**src/rtl/zero_cross_meter.sv**
```systemverilog
// zero_cross_meter: per-channel tone self-test measuring the period and peak between rising zero crossings
//   clk, rst_n            clock, asynchronous active-low reset
//   en                    measurement enable; low returns the meter to IDLE
//   smpl_vld, smpl        sample strobe and signed 16-bit sample
//   min_cnt, max_cnt      legal period window in samples
//   min_ampl, max_ampl    legal signed peak window
//   clr_errs              clears both error counters
//   period_cnt, peak      last measured period and signed peak
//   meas_vld              one-cycle pulse per new measurement
//   freq_err, ampl_err    out-of-window flags, pulsed with meas_vld
//   freq_err_cnt, ampl_err_cnt  saturating error counts
module zero_cross_meter #(
  parameter int SMOOTH_LOG2 = 0,
  parameter int CNT_W = 8
) (
  input  logic                clk,
  input  logic                rst_n,
  input  logic                en,
  input  logic                smpl_vld,
  input  logic signed [15:0]  smpl,
  input  logic [CNT_W-1:0]    min_cnt,
  input  logic [CNT_W-1:0]    max_cnt,
  input  logic signed [15:0]  min_ampl,
  input  logic signed [15:0]  max_ampl,
  input  logic                clr_errs,
  output logic [CNT_W-1:0]    period_cnt,
  output logic signed [15:0]  peak,
  output logic                meas_vld,
  output logic                freq_err,
  output logic                ampl_err,
  output logic [7:0]          freq_err_cnt,
  output logic [7:0]          ampl_err_cnt
);
  localparam int N = 1 << SMOOTH_LOG2;
  localparam int SW = 16 + SMOOTH_LOG2;
  typedef enum logic [1:0] {IDLE, FILL, SYNC, MEAS} state_t;
  state_t r_state, w_next;
  logic signed [15:0] r_win [N];
  logic signed [SW-1:0] r_sum, w_sum;
  logic signed [15:0] r_sm, r_sm_prev, r_pk, r_peak;
  logic r_sm_upd, r_meas_vld, r_ferr, r_aerr;
  logic [3:0] r_fill;
  logic [CNT_W-1:0] r_cnt, r_period, w_period;
  logic [7:0] r_fcnt, r_acnt;
  logic w_xing, w_sat, w_meas, w_ferr, w_aerr;
  // running sum: add the new sample, drop the one leaving the window (modular, so no overflow issue)
  assign w_sum = r_sum + SW'(smpl) - SW'(r_win[N-1]);
  assign w_xing = r_sm_upd & r_sm_prev[15] & ~r_sm[15];
  assign w_sat = &r_cnt;
  assign w_period = w_sat ? r_cnt : r_cnt + CNT_W'(1);
  assign w_meas = en & w_xing & (r_state == MEAS);
  // a saturated counter means the true period is unknown, so it always fails
  assign w_ferr = (w_period < min_cnt) | (w_period > max_cnt) | w_sat;
  assign w_aerr = (r_pk < min_ampl) | (r_pk > max_ampl);
  always_ff @(posedge clk or negedge rst_n) begin
    if (!rst_n) begin
      for (int k = 0; k < N; k++) r_win[k] <= '0;
      r_sum <= '0;
      r_sm <= '0;
      r_sm_prev <= '0;
      r_sm_upd <= 1'b0;
    end else if (!en) begin
      for (int k = 0; k < N; k++) r_win[k] <= '0;
      r_sum <= '0;
      r_sm <= '0;
      r_sm_prev <= '0;
      r_sm_upd <= 1'b0;
    end else begin
      r_sm_upd <= smpl_vld;
      if (r_sm_upd) r_sm_prev <= r_sm;
      if (smpl_vld) begin
        r_win[0] <= smpl;
        for (int k = 1; k < N; k++) r_win[k] <= r_win[k-1];
        r_sum <= w_sum;
        r_sm <= 16'(w_sum >>> SMOOTH_LOG2);
      end
    end
  end
  always_comb begin
    w_next = r_state;
    w_next = !en ? IDLE :
             (r_state == IDLE) ? FILL :
             (r_state == FILL && r_sm_upd && r_fill == 4'(N-1)) ? SYNC :
             (r_state == SYNC && w_xing) ? MEAS : r_state;
  end
  always_ff @(posedge clk or negedge rst_n) begin
    if (!rst_n) begin
      r_state <= IDLE;
      r_fill <= '0;
      r_cnt <= '0;
      r_pk <= '0;
    end else begin
      r_state <= w_next;
      r_fill <= (!en || r_state != FILL) ? '0 : r_sm_upd ? r_fill + 4'd1 : r_fill;
      if (!en) begin
        r_cnt <= '0;
        r_pk <= '0;
      end else if (w_xing && (r_state == SYNC || r_state == MEAS)) begin
        r_cnt <= '0;
        r_pk <= r_sm;
      end else if (r_sm_upd && r_state == MEAS) begin
        r_cnt <= w_period;
        r_pk <= (r_sm > r_pk) ? r_sm : r_pk;
      end
    end
  end
  always_ff @(posedge clk or negedge rst_n) begin
    if (!rst_n) begin
      r_meas_vld <= 1'b0;
      r_ferr <= 1'b0;
      r_aerr <= 1'b0;
      r_period <= '0;
      r_peak <= '0;
      r_fcnt <= '0;
      r_acnt <= '0;
    end else begin
      r_meas_vld <= w_meas;
      r_ferr <= w_meas & w_ferr;
      r_aerr <= w_meas & w_aerr;
      if (w_meas) begin
        r_period <= w_period;
        r_peak <= r_pk;
      end
      // a clear coinciding with an error pulse leaves that error counted
      r_fcnt <= clr_errs ? 8'(r_ferr) : (r_ferr && r_fcnt != 8'hff) ? r_fcnt + 8'd1 : r_fcnt;
      r_acnt <= clr_errs ? 8'(r_aerr) : (r_aerr && r_acnt != 8'hff) ? r_acnt + 8'd1 : r_acnt;
    end
  end
  assign period_cnt = r_period;
  assign peak = r_peak;
  assign meas_vld = r_meas_vld;
  assign freq_err = r_ferr;
  assign ampl_err = r_aerr;
  assign freq_err_cnt = r_fcnt;
  assign ampl_err_cnt = r_acnt;
endmodule

```
**config.mk**
```make
export PLATFORM = sky130hd
export DESIGN_NAME = zero_cross_meter
export DESIGN_NICKNAME = d
export VERILOG_FILES = /design/src/rtl/zero_cross_meter.sv
export SDC_FILE = /design/constraint.sdc
export NUM_CORES = 1
export LEC_CHECK = 0
export BUFFER_PORTS_ARGS = -buffer_cell sky130_fd_sc_hd__buf_2
export CAP_MARGIN = 5
export CORE_MARGIN = 4
export CORE_UTILIZATION = 58
export DETAILED_ROUTE_END_ITERATION = 12
export MAX_ROUTING_LAYER = met4
export PLACE_DENSITY = 0.84
export SLEW_MARGIN = 10
export SYNTH_ARGS = -nofsm -noshare
export SYNTH_HDL_FRONTEND = slang
export SYNTH_SLANG_ARGS = --single-unit
export TNS_END_PERCENT = 20
```
**constraint.sdc**
```tcl
create_clock -name clk -period 3 [get_ports clk]
set_input_delay 0.45 -clock clk [delete_from_list [all_inputs] [get_ports clk]]
set_output_delay 0.45 -clock clk [all_outputs]
set_load 0.05 [all_outputs]
```
==> results of run 1 <==
-- path summary, 6_finish.rpt --
path / slack [ns] / cells after the start / start / end
setup / recovery: 0.20 / 10 / r_sm[8] / r_sm[15]
hold / removal: 0.14 / 1 / rst_n / ampl_err_cnt[0]
setup reg to reg: 0.20 / 10 / r_sm[8] / r_sm[15]
hold reg to reg: 0.47 / 2 / period_cnt[6] / period_cnt[6]
max in group asynchronous: 2.12 / 2 / rst_n / r_sm[13]
min in group clk: 0.38 / 3 / smpl[11] / r_win[11]
-- cell usage after synthesis (10+ instances only) --
master	count	area [um2]
xnor2_1	14	123
nor2_1	28	105
dfrtp_1	107	2680
clkbuf_1	17	63.8
nor2b_1	28	175
or3_1	10	62.6
a31oi_1	10	62.6
fa_1	15	300
nand4_1	16	100
ha_1	82	1030
mux2i_1	42	420
inv_1	132	495
o21ai_0	32	160
a21o_1	16	120
a21oi_1	43	215
nand2_1	101	379
nand3_1	22	110
-- through the flow --
stage / setup WS, ns / instances / hold WS (ns) / utilization / power (mW)
detailed placement: 0.0345 / 1111 / 0.458 / 0.662 / 3.36
global route: 0.0342 / 1127 / 0.195 / 0.685 / 4.83
finish: 0.197 / 1127 / 0.141 / 0.685 / 4.50
floorplan: 0.218 / 835 / 0.154 / - / 2.92
global placement: 0.0495 / 1111 / 0.456 / 0.662 / 3.29
CTS: 0.219 / 1127 / 0.154 / 0.685 / 4.52
-- routing by layer --
metal | up-vias | part of all wire | GRT usage | routed length, um
li1 | 3077 | - | - | -
met1 | 2941 | 0.45 | 0.323 | 7440
met2 | 175 | 0.48 | 0.383 | 7980
met3 | 25 | 0.062 | 0.0507 | 1040
met4 | 0 | 0.016 | 0.0497 | 260
met5 | - | 0 | - | 0
-- sequential cells by signal (all words and copies together) (netlist names), 2 cells and up --
name          cells
freq_err_cnt      8
r_pk             16
period_cnt        8
ampl_err_cnt      8
r_sm             16
r_cnt             8
r_state           2
peak             16
r_fill            4
r_win            16
-- cell families after synthesis --
family          synth area share
simple gates               0.165
compound gates             0.143
buf+inv                   0.0806
flops                      0.352
fa+ha+maj                  0.174
mux                       0.0553
xor+xnor                  0.0301
-- power by group through the flow --
stage	Sequential, mW	Combinational (mW)	Clock [mW]
after floorplan	1.61	1.31	0
after global placement	1.63	1.66	0
after detailed placement	1.63	1.73	0
final	1.60	1.75	1.15
after global routing	1.61	1.98	1.24
after CTS	1.60	1.75	1.17
-- worst reg2reg max path, cell delays in order, from the launching register on --
cell and delay [ns]:
dfrtp_1 0.42, inv_1 0.08, fa_1 0.48, inv_1 0.04, ha_1 0.39, a21oi_2 0.23
o21ai_1 0.14, a21o_2 0.24, or2_1 0.22, a2111oi_2 0.29, o211ai_1 0.13
-- layout make-up --
class	instances	area share
clock buffers	9	0.0259
clock inverters	7	0.00675
inverters	132	0.0569
multi-input cells	570	0.495
flip-flops and latches	107	0.307
repair buffers	130	0.0833
well taps	172	0.0247
==> qor.yml, run 1 <==
numCtsBuffers: 9
via_count: 6218
cts_hold_buf: 0
layout_commonest_cell: "inv_1"
seq_area_um2: 2680
seq_power_share: 0.356
layout-drive-gt1-share: 0.170
grt_max_degree: 57
areaGrowthSynthToFinish_pct: 14.6
swShare: 0.364
crit_type: "reg2reg"
fill_cells: 1039
mostFrequentLayoutCells: "inv_1, buf_2, dfrtp_1"
io_buffer_count: 111
p_sw_mw: 1.64
root_buffer: "clkbuf_16"
synthDistinctLibCells: 69
min_path_type: "in2async"
internal_power_mw: 2.86
diodes: 0
multi_input_area_um2: 4310
postCtsSetupBuffers: 0
timing.fmax_mhz: 357
min_period_ns: 2.80
grt_pass1_wl_mm: 28.2
endpoint_kind: "flip-flop"
postSynthAreaPerCell_um2: 9.11
rsz0062_at_grt: "no"
drt_iter0_drc: 375
cts-htree-levels: 3
path_clk_slew_ns: 0.07
drc_errors: 0
clock_skew_ns: 0.00546
drtPass1Iterations: 5
start_util: 0.598
ant_nets: 0
cp_top_family: "compound AO/OA/AOI/OAI gates"
design_area_um2: 8710
arrival_ns: 3.02
total_leakage_power_nw: 4.74
irDropWorstVdd_uv: 402
dp_hpwl_mm: 13.2
maxSlewHeadroom: 0.537
synth.yosys.warnings: 0
clkLatencyLatePin_ns: 0.36
ys_ff_latch: 107
coreArea_um2: 12700
combPwrFrac: 0.389
max_cap_violations: 0
cp.buffers_inverters: 2
nets: 1116
syn-instance-count: 835
io_pins: 112
antenna_found_initial: 0
crit_top_cell: "inv_1"
critPathLaunchType: "flip-flop"
crit_required_ns: 3.22
die_h_um: 123
synth_edf_count: 0
pwr-share-clk: 0.255
status: "finished clean"
pwr_density_cell_nw_per_um2: 516
async_reset_ff_frac: 1.00
critical-path-max-stage-delay_ns: 0.48
dieArea_um2: 15000
setup_viol: 0
slew_violations: 0
worst_slew_pin_slew_ns: 0.694
cts_sinks: 107
cpMaxStageDelayCell: "fa_1"
hold_viol: 0
die_w_um: 123
drt_wl_total_mm: 16.7
crit_path_cell_trace: "inv_1 -> fa_1 -> inv_1 -> ha_1 -> a21oi_2 -> o21ai_1 -> a21o_2 -> or2_1 -> a2111oi_2 -> o211ai_1"
seq_area_frac_synth: 0.352
wl_per_cell_um: 14.8
fin_setup_tns_ns: 0
timing.final.crit_share: 0.934
place_congestion: 0.939
syn-num-nets: 1001
dpl_cell_area_um2: 8430
overflow: 0
crit_fanout: 6
grt_pass1_vias: 5994
track_usage: 0.241
cts_resized: 0
mappedNetlistArea_um2: 7600
cts_tree: "yes"
rows: 41
clockBufferDepth: 2
vias_per_cell: 5.52
synthFlopType: "dfrtp_1"
Note: power is estimated with default switching activity, not from simulation.
==> inputs of run 2 (changes only) <==
RECOVER_POWER = 100   (was default)
==> run 2 against run 1 <==
  * Combinational power hardly changed
  * Sequential power about the same
  * Count of clock-buffer cells in the layout unchanged
  * Critical path depth unchanged
  * Worst hold slack better by 0.24 ns
  * Wire length rose by 0.56%
  * Non-clock buffer count unchanged
  * Global-route usage unchanged
  * Critical endpoint unchanged
==> qor.yml, run 2 (same netlist as run 1, synthesis figures left out) <==
cts_sinks: 107
dpl_cell_area_um2: 8430
grt_max_degree: 57
final.setup.worst_slack_ns: 0.166
dieArea_um2: 15000
start_util: 0.598
cts_resized: 0
timing.fmax_mhz: 353
clock_skew_ns: 0.00597
place_congestion: 0.939
hold_end: "r_win[11]"
wl_met2_mm: 8.00
timing.rr.end: "r_sm[15]"
min_period_ns: 2.83
cts_tree: "yes"
timing.rr.start: "r_sm[8]"
mostFrequentLayoutCells: "inv_1, dfrtp_1, nand2_1"
arrival_ns: 3.02
maxSlewHeadroom: 0.0211
design_area_um2: 8610
coreArea_um2: 12700
crit_fanout: 6
die_h_um: 123
critPathLaunchType: "flip-flop"
seq_area_um2: 2680
crit_required_ns: 3.19
setup_viol: 0
layout_commonest_cell: "inv_1"
clkLatencyLatePin_ns: 0.36
antenna_found_initial: 0
wl_per_cell_um: 14.9
timing.final.crit_share: 0.945
via_count: 6189
cts_hold_buf: 0
pwr_density_cell_nw_per_um2: 521
cts-htree-levels: 3
p_total_mw: 4.49
min-delay-start: "smpl[11]"
worst_slew_pin_slew_ns: 1.47
root_buffer: "clkbuf_16"
min_path_type: "in2reg"
fill_cells: 1073
rsz0062_at_grt: "no"
slew_violations: 0
r2r_cells: 10
fin_setup_tns_ns: 0
areaGrowthSynthToFinish_pct: 13.2
crit_type: "reg2reg"
drtPass1Iterations: 5
min_path_cells: 3
routed.top_layer: "met4"
clockBufferDepth: 2
io_buffer_count: 111
total_leakage_power_nw: 4.52
drt_iter0_drc: 333
endpoint_kind: "flip-flop"
vias_per_cell: 5.49
rows: 41
layout-drive-gt1-share: 0.119
status: "finished clean"
met1Wirelength_mm: 7.61
path_clk_slew_ns: 0.07
overflow: 0
wl_met3_um: 947
diodes: 0
ant_nets: 0
irDropWorstVdd_uv: 390
grt_pass1_vias: 5994
postCtsSetupBuffers: 0
place_ws_ns: 0.0345
multi_input_area_um2: 4310
reg2reg_slack_ns: 0.17
track_usage: 0.241
drt_wl_total_mm: 16.8
io_pins: 112
drc_errors: 0
numCtsBuffers: 9
max_cap_violations: 0
nets: 1116
grt_pass1_wl_mm: 28.2
die_w_um: 123
hold_viol: 0
dp_hpwl_mm: 13.2
run 2: cell count changes in the layout (fill, tap and decap cells not counted), moves of 2 or more:
cell      previous run  this run
clkbuf_1             0        48
buf_2              110        65
buf_4               18        13
clkbuf_2             0         4
buf_12               2         0
run 2: worst max path at each step:
stage	cells past startpoint	slack (ns)	end	start
2_1_floorplan	10	0.22	r_sm[15]	smpl[1]
3_3_place_gp	11	0.05	r_sm[15]	smpl[1]
3_5_place_dp	11	0.03	r_sm[15]	smpl[1]
4_1_cts	9	0.22	freq_err	r_cnt[1]
5_1_grt	11	0.02	r_sm[12]	r_sm[2]
6_report	10	0.17	r_sm[15]	r_sm[8]
run 2: worst max-delay path, stage by stage (launching register included):
cell and delay (ns):
dfrtp_1 0.42, inv_1 0.08, fa_1 0.48, inv_1 0.04, ha_1 0.39, a21oi_2 0.23, o21ai_1 0.14, a21o_2 0.24
or2_1 0.22, a2111oi_2 0.29, o211ai_1 0.13
run 2: report_power, final:
part / internal, mW / leakage (nW) / switching, mW
Clock: 0.578 / 0.144 / 0.570
Sequential: 1.52 / 1.47 / 0.0828
Combinational: 0.750 / 2.91 / 0.983
Total: 2.85 / 4.52 / 1.64
run 2: through the flow:
| stage | instances | hold WS, ns | util |
|---|---|---|---|
| after floorplan | 835 | 0.154 | - |
| after global placement | 1111 | 0.456 | 0.662 |
| after detailed placement | 1111 | 0.458 | 0.662 |
| after CTS | 1127 | 0.154 | 0.685 |
| after global routing | 1127 | 0.381 | 0.677 |
| final | 1127 | 0.378 | 0.677 |
run 2: area by class of cell:
cell class	count	share of cell area
multi-input combinational	570	0.501
sequential	107	0.311
timing repair buffer	130	0.0724
inverter	132	0.0575
clock buffer	9	0.0262
tap	172	0.0250
clock inverter	7	0.00683
run 2: metal layers:
| metal | track usage | vias up |
|---|---|---|
| met5 | - | - |
| met4 | 0.0497 | 0 |
| met3 | 0.0507 | 25 |
| met2 | 0.383 | 159 |
| met1 | 0.323 | 2926 |
| li1 | - | 3079 |
==> inputs of run 3 (changes only) <==
ABC_AREA = 1   (was default)
CTS_CLUSTER_DIAMETER = 80   (was default)
==> run 3 against run 2 <==
  * Synthesized cell count increased by 19%
  * Sequential share of layout area is 0.71 points higher
  * Setup slack gained 0.20 ns
  * Global-route usage decreased by 0.30 points
  * Critical endpoint is now r_sm[11]
  * Largest cell class unchanged
==> qor.yml, run 3 <==
status: "finished clean"
wl_met2_mm: 7.65
grt_pass1_vias: 6229
cpMaxStageDelayCell: "fa_1"
crit_required_ns: 3.25
diodes: 0
cp.buffers_inverters: 3
numCtsBuffers: 9
syn-instance-count: 990
hold_viol: 0
irDropWorstVdd_uv: 438
io_buffer_count: 111
synth_common_cells: "nand2_1, inv_1, dfrtp_1"
cts_sinks: 107
synth.yosys.warnings: 0
crit_type: "reg2reg"
path_clk_slew_ns: 0.07
cts-htree-levels: 3
timing.final.crit_share: 0.877
hold_ws_ns: 0.353
ys_ff_latch: 107
start_util: 0.592
synthDistinctLibCells: 36
place_congestion: 0.924
wl_met3_um: 935
root_buffer: "clkbuf_16"
pwr_density_cell_nw_per_um2: 639
io_pins: 112
cts_tree: "yes"
areaGrowthSynthToFinish_pct: 12.6
critical-path-max-stage-delay_ns: 0.48
mostFrequentLayoutCells: "nand2_1, inv_1, dfrtp_1"
r2r_cells: 15
place_ws_ns: 0.265
via_count: 6669
min_path_type: "in2reg"
coreArea_um2: 12600
routed.top_layer: "met4"
endpoint_kind: "flip-flop"
synthTopCellsByArea: "dfrtp_1, ha_1, nand2_1"
max_cap_violations: 0
antenna_found_initial: 0
drt_iter0_drc: 449
total_leakage_power_nw: 4.77
layout_commonest_cell: "nand2_1"
final.setup.worst_slack_ns: 0.369
min_path_cells: 2
fin_setup_tns_ns: 0
crit_top_cell: "nand2_1"
drtPass1Iterations: 5
seq_area_frac_synth: 0.358
drt_wl_total_mm: 16.8
timing.rr.start: "r_sm[2]"
crit_fanout: 5
arrival_ns: 2.88
postSynthAreaPerCell_um2: 7.55
crit_path_cell_trace: "inv_1 -> fa_1 -> inv_1 -> ha_1 -> nand3_1 -> nand2_1 -> inv_1 -> nor2_1 -> nor2_1 -> o21ai_0 -> nand2_1 -> nand2_1 -> nand2_1 -> nand3_1 -> nand2_1"
synth_top_cell_area_share: 0.358
min_period_ns: 2.63
min-delay-start: "smpl[0]"
dp_hpwl_mm: 13.1
setup_viol: 0
nets: 1267
rows: 41
dpl_cell_area_um2: 8220
cp.depth: 15
wl_per_cell_um: 13.2
met1Wirelength_mm: 7.99
clock_skew_ns: 0.00801
synthFlopType: "dfrtp_1"
clockBufferDepth: 2
die_w_um: 122
design_area_um2: 8420
drc_errors: 0
grt_pass1_wl_mm: 27.9
critPathLaunchType: "flip-flop"
async_reset_ff_frac: 1.00
overflow: 0
rsz0062_at_grt: "no"
yosysMostFrequentCell: "nand2_1"
reg2reg_slack_ns: 0.37
grt_max_degree: 61
slew_violations: 0
vias_per_cell: 5.22
die_h_um: 122
layout-drive-gt1-share: 0.0922
cp_top_family: "adder cells"
timing.fmax_mhz: 380
clkLatencyLatePin_ns: 0.35
maxSlewHeadroom: 0.0255
track_usage: 0.238
timing.rr.end: "r_sm[11]"
synth_edf_count: 0
synth_top_cell_by_area: "dfrtp_1"
mappedNetlistArea_um2: 7470
worst_slew_pin_slew_ns: 1.46
p_total_mw: 5.38
ant_nets: 0
hold_end: "r_win[0]"
dieArea_um2: 14800
syn-num-nets: 1156
==> run 3: logic make-up after synthesis <==
kind of cell,Yosys count,synth area share
flip-flops,107,0.358
AO/OA/AOI/OAI,175,0.128
buffers and inverters,237,0.122
adder cells (fa/ha/maj),97,0.177
XOR/XNOR,4,0.00469
AND/OR/NAND/NOR,370,0.209
==> run 3: timing repair <==
action | 4_1_cts | 5_1_grt
buffers inserted | 0 | 0
setup endpoints to repair | 0 | 1
hold buffers | 0 | 0
resized for setup | 0 | 1
==> run 3: power breakdown <==
part | internal, mW | switching [mW] | leakage [nW]
clock network | 0.657 | 0.562 | 0.140
logic | 0.870 | 1.50 | 3.21
registers | 1.60 | 0.187 | 1.41
==> run 3: per-layer routing <==
| layer | up-vias | GRT usage |
|---|---|---|
| li1 | 3355 | - |
| met1 | 3110 | 0.326 |
| met2 | 178 | 0.370 |
| met3 | 26 | 0.0364 |
| met4 | 0 | 0.0707 |
| met5 | - | - |
==> run 3: metrics by stage <==
step | util | cells
after floorplan | - | 990
after global placement | 0.651 | 1262
after detailed placement | 0.651 | 1262
after CTS | 0.675 | 1278
after global routing | 0.667 | 1278
final | 0.667 | 1278
==> run 3: final cells by class <==
type	instances	area [um2]
Inverter	220	826
Multi-Input combinational cell	646	3860
Fill cell	1095	4200
Clock buffer	10	229
Tap cell	172	215
Timing Repair Buffer	117	538
Sequential cell	107	2680
Clock inverter	6	71.3
==> run 3: worst max path at each step <==
stage / slack (ns) / startpoint / endpoint
final: 0.37 / r_sm[2] / r_sm[11]
after global placement: 0.30 / smpl[1] / r_sm[10]
after detailed placement: 0.26 / smpl[1] / r_sm[10]
after global routing: 0.06 / r_sm[2] / r_sm[15]
after CTS: 0.34 / r_cnt[1] / freq_err
after floorplan: 0.50 / smpl[1] / r_sm[10]
